--- config.mk ---
export PLATFORM = sky130hd
export DESIGN_NAME = halton_point_collector
export DESIGN_NICKNAME = d
export VERILOG_FILES = /design/src/rtl/halton_point_collector.sv
export SDC_FILE = /design/constraint.sdc
export NUM_CORES = 1
export LEC_CHECK = 0
export ABC_CLOCK_PERIOD_IN_PS = 27000
export BUFFER_PORTS_ARGS = -buffer_cell sky130_fd_sc_hd__buf_2
export CAP_MARGIN = 20
export CELL_PAD_IN_SITES_DETAIL_PLACEMENT = 0
export CELL_PAD_IN_SITES_GLOBAL_PLACEMENT = 2
export CORE_MARGIN = 5
export CORE_UTILIZATION = 50
export CTS_BUF_LIST = sky130_fd_sc_hd__clkbuf_4
export DETAILED_ROUTE_END_ITERATION = 8
export GPL_ROUTABILITY_DRIVEN = 0
export HOLD_SLACK_MARGIN = 0.12
export PLACE_DENSITY = 0.82
export SLEW_MARGIN = 0
export SYNTH_ARGS = -nofsm -noshare
export SYNTH_HDL_FRONTEND = slang
export SYNTH_SLANG_ARGS = --single-unit
--- constraint.sdc ---
create_clock -name clk -period 27 [get_ports clk]
set_input_delay 1.35 -clock clk [delete_from_list [all_inputs] [get_ports clk]]
set_output_delay 1.35 -clock clk [all_outputs]
set_load 0.01 [all_outputs]
--- src/rtl/halton_point_collector.sv ---
// Requester for the Halton point generator: issues pop/reseed pulses, captures points
// into a FIFO and streams them out. Define HALTON_COLLECT_TIMEOUT_EN for the response timeout.
module halton_point_collector #(
   parameter int WIDTH      = 32,
   parameter int DEPTH      = 8,
   parameter int TMO_CYCLES = 255
) (
   input  logic             clk,
   input  logic             rst,
   input  logic             start,
   input  logic [15:0]      count,
   input  logic [31:0]      seed,
   input  logic             reseed_req,
   output logic             gen_pop_enable,
   output logic [31:0]      gen_seed,
   output logic             gen_reseed_enable,
   input  logic [WIDTH-1:0] gen_out_0,
   input  logic [WIDTH-1:0] gen_out_1,
   input  logic             gen_valid,
   output logic             m_valid,
   input  logic             m_ready,
   output logic [WIDTH-1:0] m_x,
   output logic [WIDTH-1:0] m_y,
   output logic             busy,
   output logic             done,
   output logic             tmo_err
);

   localparam int AW = $clog2(DEPTH);
   localparam int PW = AW + 1;

   if (DEPTH < 2 || (DEPTH & (DEPTH - 1)) != 0 || TMO_CYCLES < 1) begin : g_param_check
      $error("halton_point_collector: DEPTH must be a power of two >= 2, TMO_CYCLES >= 1");
   end

   typedef enum logic [2:0] {
      IDLE   = 3'd0,
      RESEED = 3'd1,
      ISSUE  = 3'd2,
      WAIT   = 3'd3,
      FINISH = 3'd4
   } state_t;

   state_t state;
   state_t next_state;

   logic [15:0]        remaining;
   logic               gen_valid_q;
   logic               gv_edge;
   logic               push;
   logic               pop;
   logic [PW-1:0]      wr_ptr;
   logic [PW-1:0]      rd_ptr;
   logic [PW-1:0]      wr_next;
   logic [PW-1:0]      rd_next;
   logic               full_next;
   logic               empty_next;
   logic [2*WIDTH-1:0] mem [DEPTH];
   logic [2*WIDTH-1:0] push_data;
   logic [2*WIDTH-1:0] head_next;
   logic               tmo_hit;
   logic               pop_d;
   logic               reseed_d;
   logic               done_d;
   logic               busy_d;

   assign gv_edge   = gen_valid & ~gen_valid_q;
   assign push      = (state == WAIT) & gv_edge;
   assign pop       = m_valid & m_ready;
   assign push_data = {gen_out_0, gen_out_1};
   assign wr_next   = wr_ptr + PW'(push);
   assign rd_next   = rd_ptr + PW'(pop);

   assign full_next  = (wr_next[AW] != rd_next[AW]) && (wr_next[AW-1:0] == rd_next[AW-1:0]);
   assign empty_next = (wr_next == rd_next);

   // A push into an empty-after-pop FIFO lands at the new head, so bypass the array read.
   always_comb begin
      head_next = mem[rd_next[AW-1:0]];
      if (push && (wr_ptr[AW-1:0] == rd_next[AW-1:0])) begin
         head_next = push_data;
      end
   end

`ifdef HALTON_COLLECT_TIMEOUT_EN
   localparam int TW = $clog2(TMO_CYCLES + 1);
   logic [TW-1:0] tmo_cnt;

   assign tmo_hit = (state == WAIT) && !gv_edge && (tmo_cnt == TW'(TMO_CYCLES - 1));

   always_ff @(posedge clk or posedge rst) begin
      if (rst) begin
         tmo_cnt <= '0;
         tmo_err <= 1'b0;
      end else begin
         if (state != WAIT) begin
            tmo_cnt <= '0;
         end else if (!gv_edge) begin
            tmo_cnt <= tmo_cnt + 1'b1;
         end
         if (state == IDLE && start) begin
            tmo_err <= 1'b0;
         end else if (tmo_hit) begin
            tmo_err <= 1'b1;
         end
      end
   end
`else
   assign tmo_hit = 1'b0;
   assign tmo_err = 1'b0;
`endif

   always_ff @(posedge clk or posedge rst) begin
      if (rst) begin
         state <= IDLE;
      end else begin
         state <= next_state;
      end
   end

   // ISSUE leaves only once its registered pop pulse has been presented.
   always_comb begin
      next_state = state;
      case (state)
         IDLE: begin
            if (start) begin
               if (count == 16'd0) begin
                  next_state = FINISH;
               end else if (reseed_req) begin
                  next_state = RESEED;
               end else begin
                  next_state = ISSUE;
               end
            end
         end
         RESEED: next_state = ISSUE;
         ISSUE: begin
            if (gen_pop_enable) begin
               next_state = WAIT;
            end
         end
         WAIT: begin
            if (tmo_hit) begin
               next_state = FINISH;
            end else if (push) begin
               next_state = (remaining == 16'd1) ? FINISH : ISSUE;
            end
         end
         FINISH:  next_state = IDLE;
         default: next_state = IDLE;
      endcase
   end

   always_comb begin
      pop_d    = (next_state == ISSUE) && !full_next;
      reseed_d = (next_state == RESEED);
      done_d   = (next_state == FINISH);
      busy_d   = (next_state != IDLE);
   end

   always_ff @(posedge clk or posedge rst) begin
      if (rst) begin
         gen_pop_enable    <= 1'b0;
         gen_reseed_enable <= 1'b0;
         done              <= 1'b0;
         busy              <= 1'b0;
         gen_seed          <= '0;
         remaining         <= '0;
         gen_valid_q       <= 1'b0;
         wr_ptr            <= '0;
         rd_ptr            <= '0;
         m_valid           <= 1'b0;
         m_x               <= '0;
         m_y               <= '0;
      end else begin
         gen_pop_enable    <= pop_d;
         gen_reseed_enable <= reseed_d;
         done              <= done_d;
         busy              <= busy_d;
         gen_valid_q       <= gen_valid;
         wr_ptr            <= wr_next;
         rd_ptr            <= rd_next;
         m_valid           <= !empty_next;
         m_x               <= head_next[2*WIDTH-1:WIDTH];
         m_y               <= head_next[WIDTH-1:0];
         if (state == IDLE && start) begin
            remaining <= count;
            gen_seed  <= seed;
         end else if (push) begin
            remaining <= remaining - 16'd1;
         end
      end
   end

   always_ff @(posedge clk) begin
      if (push) begin
         mem[wr_ptr[AW-1:0]] <= push_data;
      end
   end

endmodule
==> key figures, run 1 <==
Run status
  • Run status: finished clean

Synthesis
  • Cell type contributing the most total cell area after synthesis: sky130_fd_sc_hd__edfxtp_1
  • Post-synth top area share: 0.626
  • Commonest cells in the synthesized netlist: 512 x sky130_fd_sc_hd__edfxtp_1, 129 x sky130_fd_sc_hd__dfrtp_1, 128 x sky130_fd_sc_hd__mux2_2, 128 x sky130_fd_sc_hd__mux4_2, 108 x sky130_fd_sc_hd__nand2_1
  • Number of flip-flops and latches in the synthesized netlist: 641
  • Number of flops mapped to enable cells by yosys: 512
  • Synthesized Nets: 1,320
  • Synthesized area divided by synthesized cell count: 20.5 um^2
  • Yosys warns: 0
  • Synth unique cells: 51
  • Mapped Area: 24,600 um^2
  • Portion of the post-synthesis area used by sequential elements: 0.757
  • Dominant synthesized flop cell: sky130_fd_sc_hd__edfxtp_1
  • Synth area leaders: sky130_fd_sc_hd__edfxtp_1 63%, sky130_fd_sc_hd__dfrtp_1 13%, sky130_fd_sc_hd__mux4_2 12%
  • Share of synthesized flip-flops with an asynchronous set or reset: 0.201
  • Leading cell type by number of instances after synthesis: sky130_fd_sc_hd__edfxtp_1
  • Synthesized instance count: 1,196

Clocking
  • H-tree depth: 4
  • Clock transition at the registers of the reported paths: 0.06 ns
  • Insertion delay of the later-clocked pin in the worst-skew pair: 0.98 ns
  • Number of sinks on the clock net: 641
  • Root Driver: sky130_fd_sc_hd__clkbuf_4
  • Clock Path Buffers: 3
  • Post-CTS setup buffers: 0
  • # hold bufs at CTS: 0
  • PostCTS Resize Cnt: 0
  • Number of buffers inserted during clock tree synthesis: 163
  • Clock tree from TritonCTS: yes

Worst setup path
  • Arrival time at the worst endpoint: 4.60 ns
  • R2r startpoint: state[2]
  • Critical Path End Type: flip-flop
  • Critical path data required time: 27.81 ns
  • Largest fanout on the critical path: 48
  • Start point of the critical path: m_ready
  • Startpoint types: input port
  • Category of the most critical setup path: in -> reg

Routing
  • DRC viols: 0
  • Routed metal-1 wirelength: 22,100 um
  • Via count: 12,549
  • Number of nets with antenna violations after routing: 0
  • Initial DRC Count: 754
  • Routed wire length on met2: 25,100 um
  • Via density per instance: 5.34
  • Top layer used by detailed routing: met5
  • Number of iterations in the first detailed-routing pass: 5
  • Wirelength, routed: 52,000 um
  • Wire length on met3: 3830 um
  • Routed length per placed instance: 22.1 um

Timing
  • Count of endpoints failing hold in the final timing report: 0
  • Max-slew headroom at the worst pin: 0.329
  • Worst Tran Pin Value: 1.01 ns
  • Final TNS setup: 0 ns
  • Final hold slack: 0.471 ns
  • RSZ-0062 raised after global routing: no
  • Clock skew after layout: 0.0717 ns
  • Fin. max-slew vios: 0
  • Period utilisation layout: 0.140
  • Achievable frequency: 264 MHz
  • Final Critical Period: 3.79 ns
  • Final setup violation count: 0

Cells and area
  • Syn-to-layout area delta: 16.9%
  • Layout cells sized above 1: 0.467
  • Number of nets in the final layout: 1,670
  • Filler Cell Count: 3,664

Floorplan
  • Full die area: 53,700 um^2
  • Chip Width: 232 um
  • Row cnt: 81
  • Core ar.: 48,700 um^2
  • Die Ht: 232 um
  • I/O pin count: 220
  • Starting density of the core: 0.504

Power
  • Max IR drop VDD: 0.0897 mV
  • Cell Pwr Density: 107 nW/um^2
  • LEAKAGE: 10.4 nW

GRT
  • Wire length of the first global-routing pass: 79,800 um
  • Number of global-route vias before repair: 13,522
  • Antenna violations before repair: 9
  • Remaining Overflow, GRT: 0
  • GR Util All Layers: 0.199
  • Largest net degree at the start of global routing: 71

Min path
  • Worst Hold Launch: gen_seed[10]
  • Worst hold path type: reg -> reg

Place
  • PortBufs: 218
  • Placed wire-length estimate after detailed placement: 27,800 um

Flow run
  • Maximum Capacitance Violations: 0
-- cells by family (layout without fill, tap and decap cells) --
logic type	after synthesis	after routing	synth area share
AO/OA/AOI/OAI	42	42	0.0128
XOR/XNOR	12	12	0.00428
adder cells (fa/ha/maj)	6	6	0.00306
buffers and inverters	67	551	0.0130
flip-flops	641	641	0.757
multiplexers	256	256	0.176
other	1	5	0.000153
AND/OR/NAND/NOR	171	171	0.0334
-- worst max-delay path, stage by stage --
cell and delay [ns]:
sky130_fd_sc_hd__buf_2 0.09, sky130_fd_sc_hd__and2_1 0.16, sky130_fd_sc_hd__ha_4 0.90, sky130_fd_sc_hd__buf_4 0.90, sky130_fd_sc_hd__mux4_2 0.60, sky130_fd_sc_hd__mux2_2 0.28, sky130_fd_sc_hd__mux2_2 0.27
-- final timing paths --
check / to / slack, ns / cells after the start
worst max-delay path: m_x[12] / 23.21 / 7
worst min-delay path: gen_seed[10] / 0.47 / 2
worst max register to register: mem[7][23] / 23.23 / 6
worst min register to register: gen_seed[10] / 0.47 / 2
max in group asynchronous: m_x[22] / 24.95 / 3
min in group asynchronous: state[2] / 0.51 / 2
-- layout make-up --
type | instances | area (um^2) | area share
multi-input combinational | 488 | 5740 | 0.200
sequential | 641 | 18600 | 0.648
clock buffer | 246 | 1850 | 0.0643
timing repair buffer | 244 | 1290 | 0.0448
inverter | 8 | 35.0 | 0.00122
clock inverter | 53 | 357 | 0.0124
tap | 664 | 831 | 0.0289
antenna | 4 | 10.0 | 0.000349
-- power breakdown --
| part | switching, W | internal, W | total (W) | leakage (nW) |
|---|---|---|---|---|
| Sequential | 0.0000585 | 0.00120 | 0.00126 | 6.17 |
| Combinational | 0.000450 | 0.000523 | 0.000973 | 2.91 |
| Clock | 0.000381 | 0.000465 | 0.000847 | 1.30 |
-- metal layers --
layer	up-vias	track usage
li1	5625	-
met1	6421	0.269
met2	401	0.310
met3	90	0.0638
met4	12	0.0678
met5	-	0
-- through the flow --
step	worst slack (ns)	power, W	instances	cell area [um^2]	util
global placement	22.16	0.00226	2045	26500	0.543
finish	23.21	0.00308	2348	28700	0.589
CTS	23.19	0.00314	2344	28700	0.589
detailed placement	22.16	0.00227	2045	26500	0.543
global route	22.96	0.00327	2346	28700	0.589
floorplan	17.59	0.00201	1196	24600	-
-- sequential cells by signal, indices dropped and copies added (netlist names) --
name and count:
gen_pop_enable 1, wr_ptr 4, mem 512, busy 1, rd_ptr 4, m_y 32
gen_reseed_enable 1, m_x 32, remaining 16, done 1, state 3, m_valid 1
gen_seed 32, gen_valid_q 1
-- layout by cell type (no fill, tap or decap), types with 5 or more instances in the layout --
cell type	instances
sky130_fd_sc_hd__mux2_2	128
sky130_fd_sc_hd__nor4_1	8
sky130_fd_sc_hd__buf_4	26
sky130_fd_sc_hd__dfrtp_1	129
sky130_fd_sc_hd__or3_1	5
sky130_fd_sc_hd__edfxtp_1	512
sky130_fd_sc_hd__o21ai_0	8
sky130_fd_sc_hd__o211ai_1	6
sky130_fd_sc_hd__xor2_1	11
sky130_fd_sc_hd__clkinv_1	35
sky130_fd_sc_hd__inv_1	7
sky130_fd_sc_hd__buf_2	218
sky130_fd_sc_hd__nand3_1	5
sky130_fd_sc_hd__mux4_2	128
sky130_fd_sc_hd__nand2_1	108
sky130_fd_sc_hd__nor2_1	9
sky130_fd_sc_hd__a221o_1	7
sky130_fd_sc_hd__clkbuf_4	246
sky130_fd_sc_hd__bufinv_16	5
(Power assumes the default switching activity.)
==> run 2: changes to the inputs <==
--- a/config.mk
+++ b/config.mk
@@ -5,18 +5,18 @@
 export SDC_FILE = /design/constraint.sdc
 export NUM_CORES = 1
 export LEC_CHECK = 0
-export ABC_CLOCK_PERIOD_IN_PS = 27000
+export ABC_CLOCK_PERIOD_IN_PS = 3500
 export BUFFER_PORTS_ARGS = -buffer_cell sky130_fd_sc_hd__buf_2
 export CAP_MARGIN = 20
 export CELL_PAD_IN_SITES_DETAIL_PLACEMENT = 0
 export CELL_PAD_IN_SITES_GLOBAL_PLACEMENT = 2
 export CORE_MARGIN = 5
-export CORE_UTILIZATION = 50
+export CORE_UTILIZATION = 48
 export CTS_BUF_LIST = sky130_fd_sc_hd__clkbuf_4
 export DETAILED_ROUTE_END_ITERATION = 8
 export GPL_ROUTABILITY_DRIVEN = 0
 export HOLD_SLACK_MARGIN = 0.12
-export PLACE_DENSITY = 0.82
+export PLACE_DENSITY = 0.79
 export SLEW_MARGIN = 0
 export SYNTH_ARGS = -nofsm -noshare
 export SYNTH_HDL_FRONTEND = slang
==> constraint.sdc (replaced) <==
create_clock -name clk -period 3.5 [get_ports clk]
set_input_delay 0.175 -clock clk [delete_from_list [all_inputs] [get_ports clk]]
set_output_delay 0.175 -clock clk [all_outputs]
set_load 0.01 [all_outputs]
==> run 2 against run 1 <==
Effect of this change:
- clock skew is 0.024 ns lower
- sequential power rose to 7.7 times the previous value
- global-route usage rose by 0.97 points
- die area up 4.0%
- flip-flop and latch count unchanged
- combinational power increased to 8.6 times the previous value
- clock power grew to 7.3 times the previous value
- sequential share of layout area decreased by 6.8 points
- non-clock buffer count grew 319
- design area is 12% higher
- first-iteration DRC count increased by 23%
- hold slack got worse by 0.19 ns
- critical endpoint is now remaining[1]
- highest routed layer is now met4
==> key figures, run 2 (synthesized netlist as in run 1, its figures left out) <==
Timing
  • Final Critical Period: 3.05 ns
  • Clock skew after layout: 0.0473 ns (-0.0244 ns)
  • Count of endpoints failing hold in the final timing report: 0 (unchanged)
  • Fin. max-slew vios: 0 (unchanged)
  • Period utilisation layout: 0.870
  • Final hold slack: 0.284 ns (-0.187 ns)
  • Worst Tran Pin Value: 0.851 ns (-0.156 ns)
  • Final setup violation count: 0 (unchanged)
  • RSZ-0062 raised after global routing: no
  • Max-slew headroom at the worst pin: 0.431 (+0.102)
  • Achievable frequency: 328 MHz
  • Least setup slack across all paths after layout: 0.455 ns (-22.76 ns)

Power
  • LEAKAGE: 11.7 nW (+13%)
  • Max IR drop VDD: 0.550 mV (+510%)
  • Fraction of power consumed by the clock network: 0.256 (-0.019)
  • Reg power frac: 0.401 (-0.008)
  • Switching Fraction: 0.289 (about the same)
  • Switching power summed over all nets: 0.00702 W (+690%)
  • Part of the total power dissipated in combinational logic: 0.343 (+0.027)
  • Cell internal pwr: 0.0173 W (+690%)
  • Cell Pwr Density: 757 nW/um^2 (+610%)

Place
  • Dpl ws: 0.793 ns (-21.37 ns)
  • PortBufs: 218 (unchanged)
  • Placed Instances: 2,063 (+0.88%)
  • Placed wire-length estimate after detailed placement: 27,500 um (-0.79%)

Routing
  • Number of nets with antenna violations after routing: 0 (unchanged)
  • Number of iterations in the first detailed-routing pass: 5 (unchanged)
  • DRC viols: 0 (unchanged)
  • Routed length per placed instance: 21.2 um (-4.2%)
  • Via count: 14,047 (+12%)
  • Via density per instance: 5.25 (-1.7%)
  • Routed metal-1 wirelength: 24,200 um (+9.4%)
  • Wire length on met3: 3490 um (-8.7%)
  • Top layer used by detailed routing: met4
  • Initial DRC Count: 925 (+23%)
  • Routed wire length on met2: 28,200 um (+12%)
  • Wirelength, routed: 56,700 um (+9.1%)

Cells and area
  • Most frequent cells in the layout: 512 x sky130_fd_sc_hd__edfxtp_1, 317 x sky130_fd_sc_hd__dlygate4sd3_1, 262 x sky130_fd_sc_hd__clkbuf_4
  • Most common library cell in the layout ignoring fill and taps: sky130_fd_sc_hd__edfxtp_1
  • Syn-to-layout area delta: 30.6%
  • Number of nets in the final layout: 1,989 (+19%)
  • Layout cells sized above 1: 0.398 (-0.0690)
  • Number of standard cells in the layout, taps in and fillers out: 2,675 (+14%)
  • Filler Cell Count: 3,622 (-1.1%)
  • Max FFs per register: 512 (unchanged)

Worst setup path
  • Arrival time at the worst endpoint: 3.92 ns (-0.68 ns)
  • Register-to-register path setup slack: 0.45 ns (-22.78 ns)
  • R2r startpoint: state[0]
  • Critical Path End Type: flip-flop
  • Largest fanout on the critical path: 45 (-6.3%)
  • Critical R2R Capture: remaining[1]
  • Critical path data required time: 4.38 ns (-23.43 ns)
  • Category of the most critical setup path: reg -> reg
  • Startpoint types: flip-flop
  • Cell count of the worst reg-to-reg path: 6 (unchanged)
  • Start point of the critical path: state[0]

Min path
  • Hold endpoint: state[1]
  • Worst Hold Launch: reseed_req
  • Worst hold path type: in -> reg
  • Hold path cells: 6 (+4)

Flow run
  • Maximum Capacitance Violations: 0 (unchanged)

Floorplan
  • Core ar.: 51,000 um^2 (+4.6%)
  • Chip Width: 236 um (+2.0%)
  • Die Ht: 236 um (+2.0%)
  • Row cnt: 83 (+2.5%)
  • I/O pin count: 220 (unchanged)
  • Starting density of the core: 0.482 (-0.0222)
  • Full die area: 55,800 um^2 (+4.0%)

Clocking
  • PostCTS Resize Cnt: 0 (unchanged)
  • Insertion delay of the later-clocked pin in the worst-skew pair: 0.96 ns (-0.02 ns)
  • Clock transition at the registers of the reported paths: 0.06 ns (about the same)
  • Clock Path Buffers: 3 (unchanged)
  • Number of sinks on the clock net: 641 (unchanged)
  • Root Driver: sky130_fd_sc_hd__clkbuf_4
  • H-tree depth: 4 (unchanged)
  • Clock tree from TritonCTS: yes
  • Post-CTS setup buffers: 0 (unchanged)
  • Number of buffers inserted during clock tree synthesis: 163 (unchanged)

GRT
  • Remaining Overflow, GRT: 0 (unchanged)
  • Number of global-route vias before repair: 15,474 (+14%)
  • GR Util All Layers: 0.208 (+0.00968)
  • Wire length of the first global-routing pass: 89,500 um (+12%)
  • Antenna violations before repair: 4 (-5)
  • Largest net degree at the start of global routing: 130 (+83%)

Run status
  • Run status: finished clean
[run 2: power groups by stage]
stage                     combinational, W  clock [W]  sequential [W]
after floorplan                    0.00560          0         0.00995
after global placement             0.00802          0         0.00988
after detailed placement           0.00808          0         0.00989
after CTS                          0.00850    0.00643         0.00975
after global routing               0.00906    0.00688         0.00984
final                              0.00832    0.00621         0.00974
[run 2: cell type report]
type	count	area (um^2)	share of cell area
inverters	8	33.8	0.00105
clock inverters	27	104	0.00324
flip-flops and latches	641	18600	0.580
repair buffers	563	4710	0.147
well taps	680	851	0.0265
multi-input cells	488	5800	0.181
diodes	6	15.0	0.000468
clock buffers	262	1970	0.0613
[run 2: layer usage]
layer | vias up | track usage
li1 | 6285 | -
met1 | 7220 | 0.281
met2 | 466 | 0.336
met3 | 76 | 0.0603
met4 | 0 | 0.0610
met5 | - | 0
[run 2: through the flow]
| stage | util | cell area [um^2] | power (W) | setup TNS (ns) |
|---|---|---|---|---|
| after detailed placement | 0.526 | 26800 | 0.0180 | 0 |
| final | 0.629 | 32100 | 0.0243 | 0 |
| after floorplan | - | 24700 | 0.0155 | -81.53 |
| after global placement | 0.526 | 26800 | 0.0179 | 0 |
| after CTS | 0.629 | 32100 | 0.0247 | 0 |
| after global routing | 0.629 | 32100 | 0.0258 | 0 |
[run 2: worst max-delay path by stage]
stage	endpoint	slack (ns)	depth (start not counted)
after floorplan	mem[6][0]	-0.64	5
after global placement	m_y[15]	0.86	6
after detailed placement	mem[5][48]	0.79	6
after CTS	remaining[8]	0.47	6
after global routing	remaining[2]	0.33	6
final	remaining[1]	0.45	6
[run 2: worst max-delay path, stage by stage, from the launching register on]
cell and delay, ns:
sky130_fd_sc_hd__dfrtp_1 0.50, sky130_fd_sc_hd__nor4b_2 0.81, sky130_fd_sc_hd__buf_12 0.31, sky130_fd_sc_hd__nand2_1 0.11, sky130_fd_sc_hd__dlygate4sd3_1 0.60, sky130_fd_sc_hd__o221ai_1 0.08
sky130_fd_sc_hd__dlygate4sd3_1 0.57
[run 2: repair_timing]
action                                  CTS  global route
endpoints found under the hold margin   765             0
endpoints found under the setup margin    0             0
hold buffers                            317             0
==> run 3: changes to the inputs <==
--- a/config.mk
+++ b/config.mk
@@ -5,18 +5,19 @@
 export SDC_FILE = /design/constraint.sdc
 export NUM_CORES = 1
 export LEC_CHECK = 0
+export ABC_AREA = 1
 export ABC_CLOCK_PERIOD_IN_PS = 3500
 export BUFFER_PORTS_ARGS = -buffer_cell sky130_fd_sc_hd__buf_2
 export CAP_MARGIN = 20
 export CELL_PAD_IN_SITES_DETAIL_PLACEMENT = 0
 export CELL_PAD_IN_SITES_GLOBAL_PLACEMENT = 2
 export CORE_MARGIN = 5
-export CORE_UTILIZATION = 48
+export CORE_UTILIZATION = 42
 export CTS_BUF_LIST = sky130_fd_sc_hd__clkbuf_4
 export DETAILED_ROUTE_END_ITERATION = 8
 export GPL_ROUTABILITY_DRIVEN = 0
 export HOLD_SLACK_MARGIN = 0.12
-export PLACE_DENSITY = 0.79
+export PLACE_DENSITY = 0.8
 export SLEW_MARGIN = 0
 export SYNTH_ARGS = -nofsm -noshare
 export SYNTH_HDL_FRONTEND = slang
==> run 3 against run 2 <==
Effect of this change:
- sequential share of layout area fell by 1.6 points
- total power up 9.6%
- die area grew 18%
- critical path depth increased by 2
- combinational power up 24%
- global-route usage fell by 0.48 points
- non-clock buffer count up 9
- via count rose by 31%
- largest cell class unchanged
- highest routed layer is now met5
==> key figures, run 3 <==
Cells and area
  • Filler Cell Count: 5,226 (+44%)
  • Final non-filler cell area: 33,000 um^2 (+2.9%)
  • Number of nets in the final layout: 2,972 (+49%)
  • Most common library cell in the layout ignoring fill and taps: sky130_fd_sc_hd__nand2_1
  • Syn-to-layout area delta: 29.6%
  • Max FFs per register: 512 (unchanged)
  • Most frequent cells in the layout: 795 x sky130_fd_sc_hd__nand2_1, 512 x sky130_fd_sc_hd__edfxtp_1, 398 x sky130_fd_sc_hd__nand3_1
  • Layout cells sized above 1: 0.186 (-0.212)

Timing
  • Max-slew headroom at the worst pin: 0.438 (+0.00627)
  • Clock skew after layout: 0.0327 ns (-0.0146 ns)
  • Final hold slack: 0.289 ns (+0.00420 ns)
  • Achievable frequency: 371 MHz (+13%)
  • Period utilisation layout: 0.770 (-0.100)
  • Fin. max-slew vios: 0 (unchanged)
  • RSZ-0062 raised after global routing: no
  • Final setup violation count: 0 (unchanged)
  • Final Critical Period: 2.69 ns (-0.350 ns)
  • Count of endpoints failing hold in the final timing report: 0 (unchanged)
  • Worst Tran Pin Value: 0.843 ns (-0.00718 ns)

Synthesis
  • Leading cell type by number of instances after synthesis: sky130_fd_sc_hd__nand2_1
  • Synth unique cells: 29 (-43%)
  • Synthesized area divided by synthesized cell count: 11.4 um^2 (-44%)
  • Synth area leaders: sky130_fd_sc_hd__edfxtp_1 60%, sky130_fd_sc_hd__dfrtp_1 13%, sky130_fd_sc_hd__nand2_1 12%
  • Number of flops mapped to enable cells by yosys: 512 (unchanged)
  • Portion of the post-synthesis area used by sequential elements: 0.730 (-0.0273)
  • Number of flip-flops and latches in the synthesized netlist: 641 (unchanged)
  • Dominant synthesized flop cell: sky130_fd_sc_hd__edfxtp_1
  • Synthesized instance count: 2,230 (+86%)
  • Synthesized Nets: 2,354 (+78%)
  • Yosys warns: 0 (unchanged)
  • Commonest cells in the synthesized netlist: 795 x sky130_fd_sc_hd__nand2_1, 512 x sky130_fd_sc_hd__edfxtp_1, 398 x sky130_fd_sc_hd__nand3_1
  • Mapped Area: 25,500 um^2 (+3.7%)
  • Cell type contributing the most total cell area after synthesis: sky130_fd_sc_hd__edfxtp_1
  • Post-synth top area share: 0.603 (-0.0226)
  • Share of synthesized flip-flops with an asynchronous set or reset: 0.201 (unchanged)

Power
  • LEAKAGE: 13.5 nW (+16%)
  • Switching power summed over all nets: 0.0100 W (+42%)
  • Fraction of power consumed by the clock network: 0.250 (-0.006)
  • Part of the total power dissipated in combinational logic: 0.386 (+0.043)
  • Cell internal pwr: 0.0166 W (-3.8%)
  • Reg power frac: 0.363 (-0.038)
  • Cell Pwr Density: 806 nW/um^2 (+6.5%)
  • Max IR drop VDD: 0.665 mV (+21%)
  • Switching Fraction: 0.376 (+0.0866)

Clocking
  • Clock Path Buffers: 3 (unchanged)
  • Clock tree from TritonCTS: yes
  • Clock transition at the registers of the reported paths: 0.06 ns (about the same)
  • H-tree depth: 4 (unchanged)
  • Root Driver: sky130_fd_sc_hd__clkbuf_4
  • PostCTS Resize Cnt: 0 (unchanged)
  • # hold bufs at CTS: 315 (-0.63%)
  • Number of sinks on the clock net: 641 (unchanged)
  • Insertion delay of the later-clocked pin in the worst-skew pair: 0.95 ns (about the same)
  • Number of buffers inserted during clock tree synthesis: 170 (+4.3%)
  • Post-CTS setup buffers: 0 (unchanged)

Routing
  • DRC viols: 0 (unchanged)
  • Routed length per placed instance: 17.8 um (-16%)
  • Number of nets with antenna violations after routing: 0 (unchanged)
  • Initial DRC Count: 1,027 (+11%)
  • Via count: 18,454 (+31%)
  • Via density per instance: 4.90 (-6.7%)
  • Number of iterations in the first detailed-routing pass: 5 (unchanged)
  • Wirelength, routed: 66,900 um (+18%)

Worst setup path
  • Category of the most critical setup path: reg -> reg
  • CP most frequent cell: sky130_fd_sc_hd__nand2_1
  • Largest fanout on the critical path: 47 (+4.4%)
  • Arrival time at the worst endpoint: 3.56 ns (-0.36 ns)
  • Critical path data required time: 4.37 ns (about the same)
  • R2r startpoint: state[0]
  • Critical Path End Type: flip-flop
  • Cell count of the worst reg-to-reg path: 8 (+2)
  • Slowest cell on the critical path: sky130_fd_sc_hd__dlygate4sd3_1
  • Startpoint types: flip-flop
  • Critical R2R Capture: gen_seed[31]
  • Crit path buffers/inverters: 3 (unchanged)
  • Cell type group with the largest total delay on the critical path: buffers and inverters
  • Register-to-register path setup slack: 0.81 ns (+0.35 ns)
  • Sequence of cells on the critical path: nor2_1 -> nand2_1 -> nor2_2 -> buf_4 -> nand2_1 -> dlygate4sd3_1 -> nand2_1 -> dlygate4sd3_1
  • Worst path max stage delay: 0.60 ns (-0.21 ns)

GRT
  • GR Util All Layers: 0.204 (-0.00482)
  • Antenna violations before repair: 6 (+2)
  • Largest net degree at the start of global routing: 118 (-9.2%)
  • Remaining Overflow, GRT: 0 (unchanged)
  • Wire length of the first global-routing pass: 105,000 um (+17%)
  • Number of global-route vias before repair: 18,583 (+20%)

Floorplan
  • I/O pin count: 220 (unchanged)
  • Row cnt: 90 (+8.4%)
  • Core ar.: 60,200 um^2 (+18%)
  • Die Ht: 256 um (+8.5%)
  • Full die area: 65,700 um^2 (+18%)
  • Starting density of the core: 0.423 (-0.0587)
  • Chip Width: 256 um (+8.5%)

Min path
  • Worst hold path type: in -> async

Flow run
  • Maximum Capacitance Violations: 0 (unchanged)

Place
  • Placed wire-length estimate after detailed placement: 33,600 um (+22%)
  • Post-placement cell area: 27,600 um^2 (+2.9%)
  • PortBufs: 218 (unchanged)

Run status
  • Run status: finished clean
run 3: cell count changes after synthesis, moves of 7 or more:
cell | previous run | this run
sky130_fd_sc_hd__inv_1 | 8 | 101
sky130_fd_sc_hd__buf_2 | 15 | 73
sky130_fd_sc_hd__mux2_2 | 128 | 0
sky130_fd_sc_hd__nor2_1 | 10 | 37
sky130_fd_sc_hd__xnor2_1 | 0 | 9
sky130_fd_sc_hd__nor4_1 | 9 | 0
sky130_fd_sc_hd__mux4_2 | 128 | 0
sky130_fd_sc_hd__o21ai_1 | 1 | 64
sky130_fd_sc_hd__clkbuf_1 | 34 | 43
sky130_fd_sc_hd__nand2_1 | 108 | 795
sky130_fd_sc_hd__nand3_1 | 5 | 398
sky130_fd_sc_hd__a221o_1 | 7 | 0
run 3: how the worst max path moves through the flow:
stage                   from      endpoint  cells past startpoint
CTS                 state[0]  gen_seed[15]                      8
finish              state[0]  gen_seed[31]                      8
detailed placement   m_valid       m_y[11]                     11
global placement     m_valid        m_y[6]                     11
global route        state[0]  gen_seed[31]                      8
floorplan           state[2]     mem[4][0]                      6
run 3: worst reg2reg max path, stage by stage (launching register included):
cell and delay (ns):
sky130_fd_sc_hd__dfrtp_1 0.40, sky130_fd_sc_hd__nor2_1 0.15, sky130_fd_sc_hd__nand2_1 0.10, sky130_fd_sc_hd__nor2_2 0.12, sky130_fd_sc_hd__buf_4 0.44, sky130_fd_sc_hd__nand2_1 0.15
sky130_fd_sc_hd__dlygate4sd3_1 0.60, sky130_fd_sc_hd__nand2_1 0.09, sky130_fd_sc_hd__dlygate4sd3_1 0.55
run 3: layer usage:
layer,global-route usage,wire length [um]
met1,0.263,28700
met2,0.340,33300
met3,0.0439,3320
met4,0.0781,1530
met5,0,27
run 3: cell type report:
cell class                      instances  area, um^2  share of cell area
Tap cell                              782         978              0.0296
Antenna cell                            4        10.0            0.000303
Inverter                              102         394              0.0119
Timing Repair Buffer                  572        4760               0.144
Clock buffer                          269        2020              0.0612
Multi-Input combinational cell       1361        6040               0.183
Clock inverter                         34         210             0.00637
Sequential cell                       641       18600               0.563
run 3: cell families after synthesis:
logic type,count (synthesis),share of synthesized area
compound gates,94,0.0198
simple gates,1243,0.204
buf+inv,228,0.0373
fa+ha+maj,6,0.00295
flops,641,0.730
other cells,1,0.000147
xor+xnor,17,0.00614
run 3: metrics by stage:
stage | utilization | power [W] | worst slack [ns] | setup TNS [ns] | std cells
after floorplan | - | 0.0164 | -0.842 | -186.11 | 2230
after global placement | 0.458 | 0.0195 | 1.02 | 0 | 3142
after detailed placement | 0.458 | 0.0196 | 0.989 | 0 | 3142
after CTS | 0.548 | 0.0270 | 0.894 | 0 | 3760
after global routing | 0.548 | 0.0287 | 0.639 | 0 | 3765
final | 0.548 | 0.0266 | 0.805 | 0 | 3765
run 3: power groups by stage:
stage / logic, W / registers [W] / clock network, W
final: 0.0103 / 0.00967 / 0.00666
after global routing: 0.0116 / 0.00974 / 0.00730
after CTS: 0.0104 / 0.00966 / 0.00689
after detailed placement: 0.00979 / 0.00981 / 0
after global placement: 0.00968 / 0.00981 / 0
after floorplan: 0.00641 / 0.00995 / 0
